[src/rtl/demux4_stream_sched_if.sv]
// Stream bus for the 1:4 demux scheduler: one input stream, four output lanes.
//
// Handshake rules (input stream and every output lane alike): a word moves
// on a rising clk edge where valid and ready are both 1. A producer holding
// valid=1 keeps its word stable until that edge. ready never depends on the
// same side's valid. Output lanes use bit0=a, bit1=b, bit2=c, bit3=d.
interface demux4_stream_sched_if #(
  parameter int DATA_W = 8
);
  logic              in_valid;
  logic              in_ready;
  logic [DATA_W-1:0] in_data;
  logic [1:0]        in_sel;
  logic [3:0]        out_valid;
  logic [3:0]        out_ready;
  logic [DATA_W-1:0] out_a;
  logic [DATA_W-1:0] out_b;
  logic [DATA_W-1:0] out_c;
  logic [DATA_W-1:0] out_d;

  // Upstream producer / downstream consumers.
  modport master (
    output in_valid, in_data, in_sel, out_ready,
    input  in_ready, out_valid, out_a, out_b, out_c, out_d
  );

  // The scheduler itself.
  modport slave (
    input  in_valid, in_data, in_sel, out_ready,
    output in_ready, out_valid, out_a, out_b, out_c, out_d
  );
endinterface

[src/rtl/demux4_stream_sched.sv]
// 1:4 stream demux scheduler. Words go to the lane picked by in_sel
// (addressed) or by a strict round-robin pointer. Each lane has a one-entry
// holding register. A RUN/DRAIN FSM lets the block stop without losing
// held words.
module demux4_stream_sched #(
  parameter int DATA_W = 8,
  parameter int CNT_W  = 16
) (
  input  logic                 clk,
  input  logic                 rst_n,
  input  logic                 en,
  input  logic                 mode,
  demux4_stream_sched_if.slave bus,
  output logic [1:0]           rr_ptr,
  output logic                 busy,
  output logic [CNT_W-1:0]     acc_cnt,
  output logic [1:0]           state_dbg
);

  typedef enum logic [1:0] {
    IDLE  = 2'b00,
    RUN   = 2'b01,
    DRAIN = 2'b10
  } state_t;

  state_t                   state_q, state_d;
  logic                     mode_q, mode_d;
  logic [1:0]               rr_q, rr_d;
  logic [CNT_W-1:0]         cnt_q, cnt_d;
  logic [3:0]               valid_q, valid_d;
  logic [3:0][DATA_W-1:0]   data_q, data_d;

  logic [1:0]               tgt;
  logic                     in_ready;
  logic                     accept;

  // Target lane and input handshake; in_ready never looks at in_valid.
  assign tgt      = mode_q ? rr_q : bus.in_sel;
  assign in_ready = (state_q == RUN) && en &&
                    (!valid_q[tgt] || bus.out_ready[tgt]);
  assign accept   = bus.in_valid && in_ready;

  // FSM next state; mode is latched and the pointer reset only on IDLE->RUN.
  always_comb begin
    state_d = state_q;
    mode_d  = mode_q;
    case (state_q)
      IDLE: begin
        if (en) begin
          state_d = RUN;
          mode_d  = mode;
        end
      end
      RUN: begin
        if (!en) state_d = DRAIN;
      end
      DRAIN: begin
        if (valid_q == 4'b0000) state_d = IDLE;
      end
      default: state_d = IDLE;
    endcase
  end

  // Lane registers, round-robin pointer and accept counter.
  always_comb begin
    valid_d = valid_q;
    data_d  = data_q;
    rr_d    = rr_q;
    cnt_d   = cnt_q;
    // Each lane drains independently when its consumer takes the word.
    for (int i = 0; i < 4; i++) begin
      if (valid_q[i] && bus.out_ready[i]) valid_d[i] = 1'b0;
    end
    // A load wins over a same-cycle drain, so a lane can stream every cycle.
    if (accept) begin
      valid_d[tgt] = 1'b1;
      data_d[tgt]  = bus.in_data;
      cnt_d        = cnt_q + CNT_W'(1);
      if (mode_q) rr_d = rr_q + 2'd1;
    end
    if (state_q == IDLE && en) rr_d = 2'd0;
  end

  // State and datapath registers with asynchronous clear.
  always_ff @(posedge clk or negedge rst_n) begin
    if (!rst_n) begin
      state_q <= IDLE;
      mode_q  <= 1'b0;
      rr_q    <= 2'd0;
      cnt_q   <= '0;
      valid_q <= 4'b0000;
      data_q  <= '0;
    end else begin
      state_q <= state_d;
      mode_q  <= mode_d;
      rr_q    <= rr_d;
      cnt_q   <= cnt_d;
      valid_q <= valid_d;
      data_q  <= data_d;
    end
  end

  assign bus.in_ready  = in_ready;
  assign bus.out_valid = valid_q;
  assign bus.out_a     = data_q[0];
  assign bus.out_b     = data_q[1];
  assign bus.out_c     = data_q[2];
  assign bus.out_d     = data_q[3];
  assign rr_ptr        = rr_q;
  assign busy          = (state_q != IDLE);
  assign acc_cnt       = cnt_q;
  assign state_dbg     = state_q;

endmodule

[src/flat_wrapper.sv]
// flat-port wrapper written by rule: the top's interface ports become plain ports
module demux4_stream_sched_flat 
#(
  parameter int DATA_W = 8,
  parameter int CNT_W  = 16
)
  (clk, rst_n, en, mode, rr_ptr, busy, acc_cnt, state_dbg, bus_in_valid, bus_in_data, bus_in_sel, bus_out_ready, bus_in_ready, bus_out_valid, bus_out_a, bus_out_b, bus_out_c, bus_out_d);
  demux4_stream_sched_if #(.DATA_W(DATA_W)) bus_i ();
  input  logic clk;
  input  logic rst_n;
  input  logic en;
  input  logic mode;
  output logic [1:0] rr_ptr;
  output logic busy;
  output logic [CNT_W-1:0] acc_cnt;
  output logic [1:0] state_dbg;
  input wire logic [$bits(bus_i.in_valid)-1:0] bus_in_valid;
  input wire logic [$bits(bus_i.in_data)-1:0] bus_in_data;
  input wire logic [$bits(bus_i.in_sel)-1:0] bus_in_sel;
  input wire logic [$bits(bus_i.out_ready)-1:0] bus_out_ready;
  output wire logic [$bits(bus_i.in_ready)-1:0] bus_in_ready;
  output wire logic [$bits(bus_i.out_valid)-1:0] bus_out_valid;
  output wire logic [$bits(bus_i.out_a)-1:0] bus_out_a;
  output wire logic [$bits(bus_i.out_b)-1:0] bus_out_b;
  output wire logic [$bits(bus_i.out_c)-1:0] bus_out_c;
  output wire logic [$bits(bus_i.out_d)-1:0] bus_out_d;
  assign bus_i.in_valid = bus_in_valid;
  assign bus_i.in_data = bus_in_data;
  assign bus_i.in_sel = bus_in_sel;
  assign bus_i.out_ready = bus_out_ready;
  assign bus_in_ready = bus_i.in_ready;
  assign bus_out_valid = bus_i.out_valid;
  assign bus_out_a = bus_i.out_a;
  assign bus_out_b = bus_i.out_b;
  assign bus_out_c = bus_i.out_c;
  assign bus_out_d = bus_i.out_d;
  demux4_stream_sched #(.DATA_W(DATA_W), .CNT_W(CNT_W)) u_core (.clk(clk), .rst_n(rst_n), .en(en), .mode(mode), .bus(bus_i), .rr_ptr(rr_ptr), .busy(busy), .acc_cnt(acc_cnt), .state_dbg(state_dbg));
endmodule
[config.mk]
export PLATFORM = sky130hd
export DESIGN_NAME = demux4_stream_sched_flat
export DESIGN_NICKNAME = d
export VERILOG_FILES = /design/src/rtl/demux4_stream_sched_if.sv /design/src/rtl/demux4_stream_sched.sv /design/src/flat_wrapper.sv
export SDC_FILE = /design/constraint.sdc
export NUM_CORES = 1
export LEC_CHECK = 0
export CELL_PAD_IN_SITES_DETAIL_PLACEMENT = 0
export CELL_PAD_IN_SITES_GLOBAL_PLACEMENT = 1
export CORE_MARGIN = 8
export CORE_UTILIZATION = 25
export CTS_CLUSTER_SIZE = 28
export DETAILED_ROUTE_END_ITERATION = 6
export PLACE_DENSITY_LB_ADDON = 0.2
export SYNTH_ARGS = -nofsm -noshare
export SYNTH_HDL_FRONTEND = slang
export SYNTH_SLANG_ARGS = --single-unit
export TNS_END_PERCENT = 50
[constraint.sdc]
create_clock -name clk -period 2.2 [get_ports clk]
set_clock_uncertainty 0.15 [all_clocks]
set_input_delay 0.44 -clock clk [delete_from_list [all_inputs] [get_ports clk]]
set_output_delay 0.44 -clock clk [all_outputs]
set_load 0.005 [all_outputs]
==> flow_summary.rst <==
.. list-table::
   :header-rows: 1

   * - Metric
     - Value
   * - Violations in the final reports
     - negative setup slack
   * - Mean cell area of the mapped netlist
     - 13.3 um2
   * - Max Freq
     - 442 MHz
   * - Type of destination of the critical path
     - primary output
   * - Slew at the pin closest to its max-slew limit
     - 395 ps
   * - Die Y
     - 117 um
   * - Layout Area Growth over Synthesis
     - 59.1%
   * - Share of synthesized cell area in and, or, nand and nor gates
     - 13.4%
   * - Data arrival, critical path
     - 1670 ps
   * - Root buffer cell
     - clkbuf_8
   * - Area share of xor/xnor cells in the synthesized design
     - 5.20%
   * - Aggregate global routing overflow
     - 0
   * - Pin count of the biggest net entering global routing
     - 32
   * - GRT Resource Usage Total
     - 11.2%
   * - Pleak
     - 1.80 nW
   * - VDD IR-drop max
     - 0.000697 V
   * - Period Utilization, post-route
     - 103%
   * - Via count of the routed design
     - 1949
   * - Proportion of layout cells with a drive suffix above 1
     - 35.8%
   * - Routed wirelength normalized by instance count
     - 15.6 um
   * - Standard cell core area
     - 9770 um2
   * - Worst setup margin
     - -61.9 ps
   * - Synth area leader
     - dfrtp_1
   * - Filler Cells Inserted
     - 964
   * - Number of sinks driven by the clock tree
     - 57
   * - Worst Path Max Fanout
     - 3
   * - Worst setup SP type
     - flop
   * - CTS H-tree depth
     - 3
   * - Initial DRT Pass Iterations
     - 4
   * - DRT Wirelength
     - 7000 um
   * - Top-Level Pins
     - 77
   * - Top flip-flop cell by instance count after synthesis
     - dfrtp_1
   * - Number of hold violations in the final report
     - 0
   * - Clock network latency to the later pin of the worst-skew pair
     - 330 ps
   * - Number of input and output port buffers inserted
     - 76
   * - Final antenna diode count
     - 0
   * - Final-stage net count
     - 331
   * - Post-synthesis register bit count
     - 57
   * - Type of the tightest min-delay check
     - primary input to flop
   * - Multiplexer area fraction after synthesis
     - 18.6%
   * - Count of nets left with antenna violations after detail routing
     - 0
   * - Cell count after synthesis
     - 190
   * - Post-Layout Cell Count
     - 449
   * - Result of the run
     - complete, but fails checks
   * - Max Slew Vio Count
     - 0
   * - Routability congestion estimate from global placement
     - 0.735
   * - Clock buffer count from CTS
     - 9
   * - Number of buffers on the longest clock path
     - 2
   * - Combinational family with the most area after synthesis
     - multiplexers
   * - Wire length of the first global-routing pass
     - 11400 um
   * - Area share of the leading cell type in the synthesized netlist
     - 56.5%
   * - Setup TNS
     - -64.0 ps
   * - Number of flops mapped to enable cells by yosys
     - 0
   * - CTS tree
     - built
   * - Setup violation total in the final timing report
     - 2
   * - Total half-perimeter wirelength after legalization and detailed placement
     - 5160 um
   * - Placement Rows
     - 36
   * - Synth warnings
     - 0
   * - Detailed-route vias per instance
     - 4.34
   * - Effective utilization at floorplan
     - 25.8%
   * - Slew HR
     - 73.2%
   * - Cells after DPL
     - 427
   * - Clock-pin slew reported for the worst setup and hold paths after clock tree synthesis
     - 70 ps
   * - Compound-gate portion of the synthesized area
     - 5.00%
   * - Initial DRC Count
     - 59
   * - Post-synthesis adder-cell area fraction
     - 0.495%
   * - Maximum Capacitance Violations
     - 0
   * - Vias in the first global route
     - 2144
   * - Die width
     - 117 um
   * - Required @ worst endpoint
     - 1610 ps
   * - DIE AREA
     - 13600 um2
   * - Clock period minus worst slack
     - 2260 ps
   * - Fraction of the core area covered by cells at the end of the flow
     - 41.1%
   * - Top cells by area in the synthesized netlist
     - dfrtp_1 (56%), mux2_2 (14%), xor2_1 (4.2%), nand2_1 (1.8%), nor3_4 (1.3%)
   * - Total standard cell area after synthesis
     - 2530 um2
   * - Fraction of synthesis flops using an asynchronous set or reset pin
     - 100%
   * - RSZ-0062 raised after global routing
     - yes
   * - Distinct cell type count of the synthesized netlist
     - 42
   * - Post-synthesis net count
     - 210
   * - Total power divided by cell area
     - 972 nW/um2
   * - Post-route DRC
     - 0
   * - Type of the setup path with the least slack
     - flop to primary output
   * - Number of antenna violations at the first check in global routing
     - 0
   * - Portion of the post-synthesis area used by sequential elements
     - 56.5%
-- cells in the final DEF (no fill, tap or decap), types with 5 or more instances in the layout --
cell	count
dfrtp_1	57
buf_4	29
clkdlybuf4s50_1	71
nand3_1	5
xor2_1	12
mux2_2	32
nand2_1	12
clkbuf_8	9
nor2_1	7
nand4_1	5
-- worst paths after layout --
kind | slack [ps] | endpoint | from | cells after the start
hold reg to reg | 320 | u_core.acc_cnt[15] | u_core.acc_cnt[15] | 1
setup / recovery | -60 | bus_in_ready | u_core.mode_q | 6
max in group asynchronous | 1060 | u_core.bus.out_valid[3] | rst_n | 3
min in group asynchronous | 490 | u_core.bus.out_d[7] | rst_n | 3
hold / removal | 310 | u_core.bus.out_valid[2] | bus_out_ready[2] | 3
setup reg to reg | 0 | u_core.acc_cnt[10] | u_core.mode_q | 10
-- synthesized netlist by cell type (3+ instances only) --
| master | instances |
|---|---|
| nand4_1 | 5 |
| a21oi_1 | 5 |
| mux2_2 | 32 |
| inv_1 | 3 |
| xnor2_1 | 3 |
| o21ai_0 | 4 |
| nor2_1 | 8 |
| nand2_1 | 12 |
| xor2_1 | 12 |
| nand3_1 | 5 |
| dfrtp_1 | 57 |
| nand2b_1 | 5 |
-- worst max-delay path, cell delays in order, from the launching register on --
cell and delay (ps):
dfrtp_1 400, mux2_4 340, buf_12 130, mux2i_4 150, nand2_1 80, a21oi_2 110, buf_2 120
-- cells by family after synthesis --
logic type | after synthesis
DFF | 57
and+or+nand+nor | 55
muxes | 40
AOI/OAI and AO/OA | 18
xor gates and xnor gates | 15
buffers and inverters | 4
adders and majority gates | 1
-- through the flow --
stage	instance area, um2	worst slack (ps)	hold slack (ps)	power, mW
CTS	3960	-96.1	325	3.98
finish	4020	-61.9	308	3.91
global route	4020	-161	307	4.16
floorplan	2530	179	-5.59	2.00
global placement	3680	-497	309	2.90
detailed placement	3680	-521	306	2.92
-- timing repair --
item / CTS / global route
gates resized for setup: 11 / 13
endpoints found under the setup margin: 2 / 24
hold buffers: 1 / 0
pin swaps: 4 / 2
hold endpoints to repair: 57 / 0
setup buffers: 7 / 0
-- sequential cells by signal, indices dropped and copies added (netlist names) --
signal,cells
u_core.acc_cnt,16
u_core.bus.out_a,8
u_core.bus.out_b,8
u_core.bus.out_c,8
u_core.bus.out_d,8
u_core.bus.out_valid,4
u_core.mode_q,1
u_core.rr_ptr,2
u_core.state_dbg,2
-- cell type report --
class / instances / area, um2 / share of cell area (%)
Sequential cell: 57 / 1430 / 35.5
Multi-Input combinational cell: 129 / 1150 / 28.7
Tap cell: 133 / 166 / 4.14
Clock inverter: 7 / 77.6 / 1.93
Inverter: 3 / 11.3 / 0.280
Timing Repair Buffer: 111 / 1060 / 26.4
Clock buffer: 9 / 124 / 3.08
-- routing by layer --
metal | vias up | global-route usage, % | routed length [um]
met1 | 977 | 12.8 | 2980
met3 | 7 | 4.34 | 490
met5 | - | 0 | 0
li1 | 922 | - | -
met4 | 0 | 4.93 | 112
met2 | 43 | 18.3 | 3420
-- power breakdown --
part,switching (mW),total (mW),internal [mW]
Sequential,0.191,1.55,1.36
Combinational,0.441,1.36,0.918
Clock,0.466,0.999,0.532
No activity file was read; power rests on OpenSTA's default activity.
